**src/rtl/vga_sync_decoder.sv**
```systemverilog
// vga_sync_decoder: recovers pixel coordinates from incoming VGA sync timing,
// checks line/frame lengths, locks after a run of good frames and captures the
// active pixels while locked.
//
// Ports:
//   CLKIN       single clock, rising edge
//   RESET       synchronous, active-low
//   PIXELTICK   one-CLKIN-wide pixel enable; all timing state advances on it
//   HSYNC/VSYNC active-low syncs
//   RGBIN       12-bit incoming pixel colour
//   pixel_x/y   coordinates of the last captured pixel
//   video_on    last tick captured an active pixel while locked
//   RGBCAP      last captured colour
//   pix_valid   one-cycle strobe per captured pixel
//   frame_start one-cycle pulse per VSYNC falling edge
//   locked      timing lock status
//   sync_err    one-cycle pulse per timing violation while acquiring/locked
module vga_sync_decoder #(
    parameter int unsigned H_TOTAL     = 800,
    parameter int unsigned H_ACT_START = 144,
    parameter int unsigned H_ACTIVE    = 640,
    parameter int unsigned V_TOTAL     = 525,
    parameter int unsigned V_ACT_START = 35,
    parameter int unsigned V_ACTIVE    = 480,
    parameter int unsigned LOCK_FRAMES = 2
) (
    input  logic        CLKIN,
    input  logic        RESET,
    input  logic        PIXELTICK,
    input  logic        HSYNC,
    input  logic        VSYNC,
    input  logic [11:0] RGBIN,
    output logic [9:0]  pixel_x,
    output logic [9:0]  pixel_y,
    output logic        video_on,
    output logic [11:0] RGBCAP,
    output logic        pix_valid,
    output logic        frame_start,
    output logic        locked,
    output logic        sync_err
);

    localparam int unsigned CW   = 10;
    localparam int unsigned CMAX = 1023;
    localparam int unsigned GW   = (LOCK_FRAMES < 1) ? 1 : $clog2(LOCK_FRAMES + 1);

    typedef enum logic [1:0] {
        SEARCH  = 2'd0,
        ACQUIRE = 2'd1,
        LOCKED  = 2'd2
    } state_t;

    state_t          state;
    state_t          state_n;
    logic            hs_d;
    logic            vs_d;
    logic [CW-1:0]   hcnt;
    logic [CW-1:0]   vcnt;
    logic [GW-1:0]   good_cnt;

    logic            hs_fall;
    logic            vs_fall;
    logic [CW-1:0]   hcnt_n;
    logic [CW-1:0]   vcnt_n;
    logic [GW-1:0]   good_n;
    logic [GW-1:0]   good_inc;
    logic            line_err;
    logic            frame_err;
    logic            err;
    logic            active;

    // Next-tick counters, error detection and lock decision
    always_comb begin
        hs_fall   = hs_d & ~HSYNC;
        vs_fall   = vs_d & ~VSYNC;

        hcnt_n = hcnt;
        if (hs_fall)
            hcnt_n = '0;
        else if (hcnt != CW'(CMAX))
            hcnt_n = hcnt + CW'(1);

        // A short/long line is caught at its HSYNC fall; a missing HSYNC is
        // caught once, on the step into saturation.
        line_err = (hs_fall && (hcnt != CW'(H_TOTAL - 1))) ||
                   (!hs_fall && (hcnt == CW'(CMAX - 1)));

        // Lines are counted where hcnt steps into the active-start column.
        vcnt_n = vcnt;
        if (vs_fall)
            vcnt_n = '0;
        else if (!hs_fall && (hcnt == CW'(H_ACT_START - 1)) && (vcnt != CW'(CMAX)))
            vcnt_n = vcnt + CW'(1);

        frame_err = vs_fall && (vcnt != CW'(V_TOTAL - 1)) && (vcnt != CW'(V_TOTAL));
        err       = line_err | frame_err;

        active = (hcnt_n >= CW'(H_ACT_START)) &&
                 (hcnt_n <  CW'(H_ACT_START + H_ACTIVE)) &&
                 (vcnt_n >= CW'(V_ACT_START)) &&
                 (vcnt_n <  CW'(V_ACT_START + V_ACTIVE));

        good_inc = good_cnt + GW'(1);
        state_n  = state;
        good_n   = good_cnt;
        case (state)
            SEARCH: begin
                if (!err && vs_fall) begin
                    state_n = ACQUIRE;
                    good_n  = '0;
                end
            end
            ACQUIRE: begin
                if (err) begin
                    state_n = SEARCH;
                end else if (vs_fall) begin
                    good_n = good_inc;
                    if (good_inc >= GW'(LOCK_FRAMES))
                        state_n = LOCKED;
                end
            end
            LOCKED: begin
                if (err)
                    state_n = SEARCH;
            end
            default: state_n = SEARCH;
        endcase
    end

    // Timing state, FSM and registered outputs
    always_ff @(posedge CLKIN) begin
        if (!RESET) begin
            state       <= SEARCH;
            hs_d        <= 1'b1;
            vs_d        <= 1'b1;
            hcnt        <= '0;
            vcnt        <= '0;
            good_cnt    <= '0;
            pixel_x     <= '0;
            pixel_y     <= '0;
            RGBCAP      <= '0;
            video_on    <= 1'b0;
            pix_valid   <= 1'b0;
            frame_start <= 1'b0;
            locked      <= 1'b0;
            sync_err    <= 1'b0;
        end else begin
            pix_valid   <= 1'b0;
            frame_start <= 1'b0;
            sync_err    <= 1'b0;
            if (PIXELTICK) begin
                hs_d        <= HSYNC;
                vs_d        <= VSYNC;
                hcnt        <= hcnt_n;
                vcnt        <= vcnt_n;
                good_cnt    <= good_n;
                state       <= state_n;
                locked      <= (state_n == LOCKED);
                frame_start <= vs_fall;
                sync_err    <= err && (state != SEARCH);
                // Capture gated by the lock state the tick started in
                if (active && (state == LOCKED)) begin
                    RGBCAP    <= RGBIN;
                    pixel_x   <= hcnt_n - CW'(H_ACT_START);
                    pixel_y   <= vcnt_n - CW'(V_ACT_START);
                    video_on  <= 1'b1;
                    pix_valid <= 1'b1;
                end else begin
                    video_on  <= 1'b0;
                end
            end
        end
    end

endmodule

```
**config.mk**
```make
export PLATFORM = sky130hd
export DESIGN_NAME = vga_sync_decoder
export DESIGN_NICKNAME = d
export VERILOG_FILES = /design/src/rtl/vga_sync_decoder.sv
export SDC_FILE = /design/constraint.sdc
export NUM_CORES = 1
export LEC_CHECK = 0
export ABC_AREA = 1
export ABC_CLOCK_PERIOD_IN_PS = 4800
export BUFFER_PORTS_ARGS = -buffer_cell sky130_fd_sc_hd__clkbuf_2
export CORE_MARGIN = 10
export CORE_UTILIZATION = 39
export CTS_BUF_LIST = sky130_fd_sc_hd__clkbuf_4
export CTS_CLUSTER_DIAMETER = 40
export DETAILED_ROUTE_END_ITERATION = 8
export GPL_TIMING_DRIVEN = 0
export SYNTH_ARGS = -nofsm -noshare
export SYNTH_HDL_FRONTEND = slang
export SYNTH_SLANG_ARGS = --single-unit
```
**constraint.sdc**
```tcl
create_clock -name CLKIN -period 4.8 [get_ports CLKIN]
set_clock_uncertainty 0.15 [all_clocks]
set_input_delay 0.96 -clock CLKIN [delete_from_list [all_inputs] [get_ports CLKIN]]
set_output_delay 0.96 -clock CLKIN [all_outputs]
set_load 0.005 [all_outputs]
```
# Word level (Yosys, flattened, before mapping)
# Index checks and enable logic that the tools add are counted.
classes:
  bitwise: 5
  n_addsub: 5
  reduce_logical: 21
  order_cmp: 5
  muxes: 15
  n_eq_ne: 13
op_table:
  columns: ["cell", "count"]
  rows:
  - ["inequality test 10 bit (second input constant)", 5]
  - ["2-to-1 mux 10 bit", 4]
  - ["adder 10 x 1 -> 10 bit (second input constant)", 2]
  - ["< comparator 10 bit (second input constant)", 2]
  - ["2-to-1 mux 2 bit", 8]
  - ["logical AND 1 bit", 12]
  - ["== test 10 bit (second input constant)", 1]
  - ["== test 10 x 8 -> 1 bit (second input constant)", 1]
  - ["greater-or-equal comparator 10 x 6 -> 1 bit (second input constant)", 1]
  - ["greater-or-equal comparator 10 x 8 -> 1 bit (second input constant)", 1]
  - ["subtractor 10 x 6 -> 10 bit (second input constant)", 1]
  - ["subtractor 10 x 8 -> 10 bit (second input constant)", 1]
  - ["inequality test 2 bit (second input constant)", 3]
  - ["case mux 2 bit (3 select lines)", 1]
  - ["AND reduction 5 bit", 1]
  - ["== test 2 bit (second input constant)", 2]
  - ["case mux 2 bit (2 select lines)", 1]
  - ["AND reduction 2 bit", 2]
  - ["nonzero test 2 bit", 2]
  - ["adder 2 x 1 -> 2 bit (second input constant)", 1]
  - ["bitwise AND 1 bit", 2]
  - ["== test 2 x 1 -> 1 bit (second input constant)", 1]
  - ["greater-or-equal comparator 2 bit (second input constant)", 1]
  - ["logical NOT 1 bit", 2]
  - ["other kinds (5)", 6]
word_totals:
  elab_cells: 78
  out_inout_bits: 37
  ff_bits: 63

# Depth between registers and ports, before layout
# Gate-level depths: netlist of run 1.
logic_depth:
  word_depth: 12
  ltp_mapped: 22

# Worst setup path after synthesis of run 1
# Ideal clock, no wire load.
synth_timing:
  path_kind: "input port to flip-flop"
  start: "in HSYNC"
  end: "reg pixel_y[0]"
  slack_ns: 1.556
  cell_stages: 21
  setup_ns: 0.113
  t_arrival_ns: 2.982
  path_cell_list: "inv_1 > nand2_1 > nand2_1 > nor2_2 > nand3_2 > buf_6 > o21ai_0 > nor2_1 > ha_1 > inv_1 > nand2_1 > nor2_1 > nand3_2 > nand2_1 > nand2_1 > nor2_2 > buf_6 > buf_6 > nand2_1 > nand2_1 > nor2_1"
synth_via:
  elab_chain_cells: 12
  elab_cells_between_ends: 18
  classes_between: "add/sub: 1; order compare: 4; mux: 3; bitwise: 2; reduce/logical: 8"
synth_rtl:
  columns: ["element", "line_no", "text"]
  rows:
  - ["start, declared", "30", "input logic HSYNC,"]
  - ["NOT 1 bit *", "74", "hs_fall = hs_d & ~HSYNC;"]
  - ["bitwise AND 1 bit *", "74", null]
  - ["logical NOT 1 bit *", "92", "else if (!hs_fall && (hcnt == CW'(H_ACT_START - 1)) && (vcnt != CW'(CMAX)))"]
  - ["logical AND 1 bit * (2 in series)", "92", null]
  - ["2-to-1 mux 10 bit *", "92", null]
  - ["2-to-1 mux 10 bit *", "90", "if (vs_fall)"]
  - ["named net vcnt_n[1]", "64", "logic [CW-1:0] vcnt_n;"]
  - ["greater-or-equal comparator 10 x 6 -> 1 bit", "100", "(vcnt_n >= CW'(V_ACT_START)) &&"]
  - ["logical AND 1 bit", "99", "(hcnt_n < CW'(H_ACT_START + H_ACTIVE)) &&"]
  - ["logical AND 1 bit *", "100", null]
  - ["logical AND 1 bit *", "162", "if (active && (state == LOCKED)) begin"]
  - ["AND reduction 2 bit (no line) *", null, null]
  - ["end signal, assigned", "165", "pixel_y <= vcnt_n - CW'(V_ACT_START);"]
  - ["end, declared", "34", "output logic [9:0] pixel_y,"]
# The timed path passes the listed nets; every way through them passes the cells marked *.
# A chain may end at the register's enable or synchronous reset.

# Worst setup path in the final report of run 1
layout_timing:
  start: "reg hcnt[0]"
  end: "reg pixel_y[0]"
layout_via:
  elab_chain_cells: 10
  elab_cells_between_ends: 19
  classes_between: "add/sub: 2; order compare: 4; eq/ne: 2; mux: 4; reduce/logical: 7"
layout_rtl:
  columns: ["element", "line_no", "text"]
  rows:
  - ["start, declared", "57", "logic [CW-1:0] hcnt;"]
  - ["start signal, assigned", "154", "hcnt <= hcnt_n;"]
  - ["== test 10 x 8 -> 1 bit *", "92", null]
  - ["logical AND 1 bit * (2 in series)", "92", null]
  - ["2-to-1 mux 10 bit *", "92", null]
  - ["2-to-1 mux 10 bit *", "90", null]
  - ["named net vcnt_n[1]", "64", null]
  - ["greater-or-equal comparator 10 x 6 -> 1 bit", "100", null]
  - ["logical AND 1 bit", "99", null]
  - ["logical AND 1 bit *", "100", null]
  - ["logical AND 1 bit *", "162", null]
  - ["AND reduction 2 bit (no line) *", null, null]
# Marks and branches as above.

==> results_dict.tcl, run 1 <==
set metrics [dict create \
    final-setup-viol-count 0 \
    drive_above_1_share 0.1704 \
    ys_ff_latch 63 \
    cts_hold_buffers 0 \
    yosys.cell_types.count 36 \
    via_per_inst 4.734 \
    hold_path_class "flop to flop" \
    diodes 0 \
    core_sq_um 8806 \
    status "finished, final reports clean" \
    place_ws_ps 995.8 \
    cts_tree "done" \
    leakage_nw 2.082 \
    layout.nets 643 \
    crit_path_start_kind "flop" \
    dpl_cell_area_sq_um 3955 \
    postSynthAreaPerCell_sq_um 6.414 \
    dpl.hpwl_microns 7195 \
    setup_tns_ps 0 \
    crit_type "flop to flop" \
    grt_pass1_wl_microns 15200 \
    cp_data_required_time_ps 4960 \
    clk_path_buf_depth 2 \
    antenna_found_initial 0 \
    die_h_microns 115.5 \
    ys_warn_count 0 \
    drv_slew 0 \
    post_cts.repair.setup_buffers 0 \
    clock_tree.root_cell "clkbuf_4" \
    rows 34 \
    fp.dieW_microns 115.5 \
    fmax_ghz 0.2933 \
    ant_nets 0 \
    route.detailed.drc 0 \
    layout.cells.non_filler 730 \
    total_power_uw 981.0 \
    path_clk_slew_ps 110 \
    cp-end-kind "flop" \
    ios 54 \
    synthesis.instances 555 \
    cp_max_fo 10 \
    fillers 925 \
    min_period_ps 3409 \
    clk_latency_ps 400 \
    p_per_area_nw_per_um2 239.0 \
    start_util 0.4042 \
    slew_headroom 0.5575 \
    area_growth_pct 15.29 \
    tightest_slew_ps 661.3 \
    synth-seq-area-share 0.3543 \
    post_cts_resized 0 \
    numCtsBuffers 9 \
    place_inst 715 \
    syn_nets 580 \
    grt_pass1_vias 3305 \
    syn_area_sq_um 3560 \
    grt_overflow 0 \
    vdd_drop_max_v 0.0001142 \
    maxCapViolCount 0 \
    cts_sinks 63 \
    vias 3456 \
    setup_ws_ps 1391 \
    crit_arrival_ps 3570 \
    ctsHtreeMaxLevel 3 \
    grt_max_degree 11 \
    finalHoldViolations 0 \
    drtPass1Iterations 5 \
    design_area_sq_um 4104 \
    fin_crit_sh 0.7102 \
    gp_congestion 0.9072 \
    routedWlPerCell_microns 12.47 \
    routed_wl_microns 9105 \
    io_buffer_count 52 \
    drt-initial-drc-count 153 \
    die_area_sq_um 13350 \
    track_usage 0.1396 \
    rsz0062_at_grt "no" \
]
[layout by cell type (no fill, tap or decap), drive strengths merged]
cell type  count
bufinv         2
o22ai         14
a21boi         1
nor4           1
o21ai         22
xnor2          2
nand2        179
buf           11
nand4          6
o41ai          1
clkinv         4
a211oi         1
ha             8
a32o           1
nand3         35
o211ai         1
dfxtp         63
nor3           4
clkbuf        67
a22o           1
nand3b         1
xor2          12
inv           73
nor2         104
o21bai         1
a21oi          7
[layer usage]
layer,wire [microns],track usage
met5,0,0
met3,627,0.03411
met1,4367,0.1756
met2,4006,0.2277
met4,104,0.04899
[power breakdown]
group	leakage [nW]	switching, mW	internal, mW
clock network	0.0837	0.190	0.211
logic	1.49	0.0359	0.0158
registers	0.508	0.00244	0.525
[cell families after synthesis]
group	count (synthesis)	share of synthesized area
compound gates	50	0.08472
xor+xnor	14	0.03445
fa+ha+maj	8	0.02812
buf+inv	90	0.1090
flops	63	0.3543
simple gates	330	0.3895
[final timing paths]
path           start         end  slack [ps]  cells past startpoint
max          hcnt[0]  pixel_y[0]        1390                     20
min           locked      locked         310                      2
max reg2reg  hcnt[0]  pixel_y[0]        1390                     20
min reg2reg   locked      locked         310                      2
[sequential cells by signal, indices dropped and copies added, names as in the netlist, 2 cells and up]
register	cells
RGBCAP	12
state	2
hcnt	10
vcnt	10
good_cnt	2
pixel_y	10
pixel_x	10
[critical path, stage by stage (launching register included)]
cell and delay, ps:
dfxtp_1 420, ha_1 300, nand3_1 150, nor2_2 220, nand3_2 150, buf_6 170
o21ai_0 150, nor2_1 120, ha_1 260, inv_1 50, nand2_1 130, nor2_1 220
nand3_2 110, nand2_1 60, nand2_1 60, nor2_2 120, buf_6 170, buf_6 140
nand2_1 50, nand2_1 80, nor2_1 50
[synthesized netlist by cell type]
master	count	area [sq um]
o21ai_1	2	10.01
inv_1	67	251.5
inv_2	6	22.52
nor2_2	16	100.1
buf_1	3	11.26
o41ai_1	1	8.760
nand2_1	177	664.4
nor2_4	3	33.78
nand3_2	2	20.02
nor4_1	1	6.260
clkbuf_1	5	18.77
a21boi_0	1	7.510
a21oi_2	1	8.760
a211oi_1	1	7.510
clkinv_1	1	3.750
xor2_1	12	105.1
nand3b_1	1	7.510
o22ai_1	14	87.58
a32o_1	1	10.01
nand4_1	6	37.54
dfxtp_1	63	1261
a22o_1	1	8.760
o21ai_2	2	17.52
o211ai_1	1	7.510
buf_6	4	45.04
nand3_1	33	165.2
xnor2_1	2	17.52
a21oi_1	6	30.03
nor3_1	4	20.02
o21ai_0	18	90.09
buf_2	3	15.01
ha_1	8	100.1
nor2_1	85	319.1
buf_12	1	20.02
o21bai_1	1	7.510
nand2_2	2	12.51
[per-stage QoR]
stage	utilization	hold WS, ps
final	0.4660	310.2
after global routing	0.4660	351.1
after CTS	0.4660	313.9
after detailed placement	0.4491	289.3
after global placement	0.4491	291.7
after floorplan	-	284.9
[layout make-up]
type	count	area, sq um	area share
multi-input combinational	402	1911	0.4655
sequential	63	1261	0.3073
inverter	74	277.8	0.06768
timing repair buffer	52	260.3	0.06341
tap	108	135.1	0.03293
buffer	16	110.1	0.02683
clock buffer	10	75.07	0.01829
clock inverter	5	73.82	0.01799
Power figures use the tool's default switching activity.
==> inputs of run 2 (changes only) <==
Settings changed: ABC_CLOCK_PERIOD_IN_PS 4800 to 2900.
Clock period 4.8 ns to 2.9 ns, I/O delays scaled along.
==> results_dict.tcl, run 2 (synthesis results as in run 1) <==
set metrics [dict create \
    layout.nets 678 \
    final-setup-viol-count 8 \
    min_to "hs_d" \
    track_usage 0.1505 \
    route.detailed.drc 0 \
    fp.dieW_microns 115.5 \
    setup_ws_ps -22.70 \
    fillers 878 \
    via_per_inst 4.894 \
    crit_path_start_kind "flop" \
    ios 54 \
    switching_share 0.2356 \
    crit_type "flop to flop" \
    p_int_mw 1.244 \
    core_sq_um 8806 \
    drive_above_1_share 0.2801 \
    hp-start "HSYNC" \
    antenna_found_initial 0 \
    layout_common_cells "nand2_1, nor2_1, inv_1" \
    routedWlPerCell_microns 13.49 \
    diodes 0 \
    cp_data_required_time_ps 3050 \
    drt-initial-drc-count 207 \
    numCtsBuffers 9 \
    final_common_cell "nand2_1" \
    status "complete, but fails checks" \
    vias 3744 \
    drv_slew 0 \
    finalHoldViolations 0 \
    rrSetupSlack_ps -20 \
    grt_max_degree 11 \
    worstRegToRegCells 21 \
    setup_tns_ps -96.89 \
    clk_path_buf_depth 2 \
    fin_crit_sh 1.008 \
    power_frac_seq 0.535 \
    place_ws_ps -524.2 \
    clkPwrFrac 0.409 \
    leakage_nw 2.288 \
    hold_path_class "input port to flop" \
    clk_latency_ps 410 \
    cp-end-kind "flop" \
    total_power_mw 1.628 \
    tightest_slew_ps 614.4 \
    routed_wl_microns 10320 \
    maxCapViolCount 0 \
    grt_overflow 0 \
    area_growth_pct 29.07 \
    utilization 0.5217 \
    violations "setup timing" \
    power_frac_comb 0.056 \
    vdd_drop_max_v 0.0001927 \
    rows 34 \
    io_buffer_count 52 \
    die_area_sq_um 13350 \
    hold-path-cell-count 3 \
    drtPass1Iterations 5 \
    ant_nets 0 \
    start_util 0.4042 \
    die_h_microns 115.5 \
    largest_register_ffs 12 \
    p_sw_uw 383.5 \
    rsz0062_at_grt "yes" \
    grt_pass1_vias 3484 \
    dpl_cell_area_sq_um 3955 \
    gp_congestion 0.9072 \
    cts_sinks 63 \
    grt_pass1_wl_microns 16300 \
    dpl.hpwl_microns 7195 \
    regMostFlops "RGBCAP" \
    p_per_area_nw_per_um2 354.3 \
    rr_endpoint "pixel_y[1]" \
    crit_arrival_ps 3080 \
    fmax_ghz 0.3422 \
    design_area_sq_um 4594 \
    cts_tree "done" \
    worst_r2r_startpoint "hcnt[1]" \
    slew_headroom 0.5904 \
    ctsHtreeMaxLevel 3 \
    min_period_ps 2923 \
    path_clk_slew_ps 100 \
    cp_max_fo 6 \
    clock_tree.root_cell "clkbuf_4" \
]
[run 2: changes by cell type in the layout (fill, tap and decap cells not counted), sizes merged]
cell and change:
clkbuf +1, buf +34
[run 2: stage by stage]
stage               instances  hold slack, ps
floorplan                 555           284.9
global placement          715           291.7
detailed placement        715           289.3
CTS                       751           238.1
global route              765           245.2
finish                    765           254.5
[run 2: area by class of cell]
type,count,area [sq um],area share
timing repair buffer,87,550.5,0.1198
tap,108,135.1,0.02941
multi-input combinational,402,2076,0.4518
buffer,16,117.6,0.02560
inverter,74,280.3,0.06100
clock inverter,5,73.82,0.01607
sequential,63,1286,0.2800
clock buffer,10,75.07,0.01634
[run 2: worst max-delay path, cell delays in order (launching register included)]
cell and delay, ps:
dfxtp_4 380, ha_4 170, inv_2 50, nor2_4 110
nand2_2 90, nor2_4 160, inv_4 70, nand3_2 50
o211ai_1 190, inv_1 170, ha_2 200, nand3_2 70
nor2_1 110, nand3_1 90, nand2_1 100, nand2_2 70
nor2_4 130, buf_8 160, clkbuf_16 150, nand2_1 50
nand2_1 50, nor2_1 40
[run 2: repair_timing]
item                                   4_1_cts  5_1_grt
cloned                                       1        1
endpoints found under the hold margin        0        0
hold buffers                                 0        0
buffers inserted                            20       13
pin swaps                                    6       19
setup endpoints to repair                   34       34
resized for setup                           29       36
[run 2: layer usage]
layer | vias to the layer above | global-route usage | wire length, microns
li1 | 1937 | - | -
met1 | 1658 | 0.1826 | 4463
met2 | 128 | 0.2498 | 4782
met3 | 21 | 0.03928 | 836
met4 | 0 | 0.05743 | 235
met5 | - | 0 | 0
[run 2: worst max path at each step]
stage,from,endpoint,slack [ps],cells after the start
detailed placement,HSYNC,pixel_y[0],-520,22
global placement,VSYNC,pixel_y[0],-510,18
global route,hcnt[1],pixel_y[1],-170,21
floorplan,HSYNC,pixel_y[0],40,21
CTS,hcnt[0],pixel_y[0],3,20
finish,hcnt[1],pixel_y[1],-20,21
[run 2: power groups by stage]
stage / clock (mW) / sequential (mW) / combinational, mW
3_5_place_dp: 0 / 0.894 / 0.0861
2_1_floorplan: 0 / 0.893 / 0.0552
6_report: 0.665 / 0.871 / 0.0919
5_1_grt: 0.725 / 0.872 / 0.104
3_3_place_gp: 0 / 0.893 / 0.0853
4_1_cts: 0.687 / 0.874 / 0.0873
==> inputs of run 3 (changes only) <==
Settings changed: CELL_PAD_IN_SITES_DETAIL_PLACEMENT set to 0, CELL_PAD_IN_SITES_GLOBAL_PLACEMENT set to 1, CORE_UTILIZATION 39 to 37, PLACE_DENSITY_LB_ADDON set to 0.1.
==> results_dict.tcl, run 3 (synthesis results as in run 1) <==
set metrics [dict create \
    status "finished, final reports clean" \
    layout.nets 679 \
    cp_num_cells 21 \
    die_h_microns 118.1 \
    ctsHtreeMaxLevel 3 \
    die_area_sq_um 13940 \
    vias 3665 \
    hold_path_class "input port to flop" \
    setup_tns_ps 0 \
    antenna_found_initial 0 \
    p_per_area_nw_per_um2 340.4 \
    layout_common_cells "nand2_1, nor2_1, inv_1" \
    routedWlPerCell_microns 12.91 \
    cts_sinks 63 \
    cts_tree "done" \
    critical_path.top_delay_family "simple AND/OR/NAND/NOR gates" \
    core_sq_um 9284 \
    grt_pass1_vias 3388 \
    drtPass1Iterations 5 \
    crit_arrival_ps 2950 \
    largest_register_ffs 12 \
    diodes 0 \
    final-setup-viol-count 0 \
    cp_max_fo 8 \
    crit_path_start_kind "flop" \
    crit_slowest_cell "dfxtp_4" \
    use_met1 0.1855 \
    place_ws_ps -608.2 \
    rr_endpoint "RGBCAP[9]" \
    clock_tree.root_cell "clkbuf_4" \
    crit_top_cell "nand2_1" \
    drt-initial-drc-count 196 \
    use_met2 0.2215 \
    worst_r2r_startpoint "hcnt[1]" \
    tightest_slew_ps 786.6 \
    crit_buf_inv 6 \
    leakage_nw 2.276 \
    fmax_ghz 0.3586 \
    path_cells "ha_4 > inv_2 > nor2_4 > nand2_2 > nor2_4 > buf_4 > buf_4 > buf_4 > nand2_1 > nand3_1 > nand3_2 > nor2_2 > nand3_1 > nand2_1 > nand2_2 > nor2_4 > buf_8 > clkbuf_16 > nand2_1 > nand2_1 > nor2_1" \
    via_per_inst 4.651 \
    setup_ws_ps 111.7 \
    route.detailed.drc 0 \
    rows 35 \
    critPathCapture "RGBCAP[9]" \
    cp_data_required_time_ps 3060 \
    start_util 0.3834 \
    cpPeakStageDelay_ps 400 \
    rrSetupSlack_ps 110 \
    drv_slew 0 \
    path_clk_slew_ps 100 \
    grt_max_degree 12 \
    numCtsBuffers 9 \
    fp.dieW_microns 118.1 \
    io_buffer_count 52 \
    crit_start "hcnt[1]" \
    final_common_cell "nand2_1" \
    drive_above_1_share 0.2914 \
    slew_headroom 0.4737 \
    routed_wl_microns 10170 \
    finalHoldViolations 0 \
    cp-end-kind "flop" \
    ios 54 \
    fin_crit_sh 0.9615 \
    vdd_drop_max_v 0.0002055 \
    maxCapViolCount 0 \
    gp_congestion 0.8693 \
    gr-max-usage-layer "met2" \
    cts_hold_buffers 0 \
    utilization 0.5020 \
    grt_overflow 0 \
    dpl.hpwl_microns 7387 \
    clk_latency_ps 420 \
    min_period_ps 2788 \
    area_growth_pct 30.93 \
    worstRegToRegCells 21 \
    ant_nets 0 \
    rsz0062_at_grt "yes" \
    regMostFlops "RGBCAP" \
    clk_path_buf_depth 2 \
    globalRouteMet3Util 0.03405 \
    track_usage 0.1423 \
    grt_pass1_wl_microns 16590 \
    crit_type "flop to flop" \
]
[run 3: routing by layer]
metal	wire, microns	share of wire	vias up
met2	4592	0.45	85
met1	4888	0.48	1628
met5	0	0	-
li1	-	-	1935
met3	512	0.050	17
met4	178	0.017	0
[run 3: through the flow]
stage / instance area, sq um / total power [mW] / hold slack [ps] / std cells
2_1_floorplan: 3560 / 0.9480 / 284.9 / 555
3_3_place_gp: 3981 / 0.9806 / 291.5 / 736
3_5_place_dp: 3981 / 0.9809 / 290.5 / 736
4_1_cts: 4350 / 1.602 / 250.2 / 773
5_1_grt: 4661 / 1.657 / 271.7 / 788
6_report: 4661 / 1.587 / 267.5 / 788
[run 3: how the worst min path moves through the flow]
| stage | from | endpoint | slack [ps] | cells past startpoint |
|---|---|---|---|---|
| 2_1_floorplan | vs_d | vs_d | 280 | 2 |
| 3_3_place_gp | vs_d | vs_d | 290 | 2 |
| 3_5_place_dp | locked | locked | 290 | 2 |
| 4_1_cts | HSYNC | hs_d | 250 | 3 |
| 5_1_grt | HSYNC | hs_d | 270 | 3 |
| 6_report | HSYNC | hs_d | 270 | 3 |
[run 3: worst min-delay path, cell delays in order]
cell	delay (ps)
clkbuf_2	80
inv_1	60
a21oi_1	60
[run 3: layout make-up]
class	instances	area (sq um)
clock buffer	10	75.07
tap	129	161.4
sequential	63	1289
fill	973	4623
clock inverter	6	61.31
multi-input combinational	402	2118
timing repair buffer	88	551.8
inverter	74	280.3
buffer	16	123.9
[run 3: what timing repair did]
item / CTS / global route
setup buffers: 21 / 14
endpoints found under the setup margin: 34 / 34
pin swaps: 8 / 19
resized for setup: 25 / 56
endpoints found under the hold margin: 0 / 0
cloned: 0 / 1
[run 3: power breakdown]
part | switching [mW] | internal [mW]
Sequential | 0.00401 | 0.867
Clock | 0.352 | 0.270
Combinational | 0.0652 | 0.0289
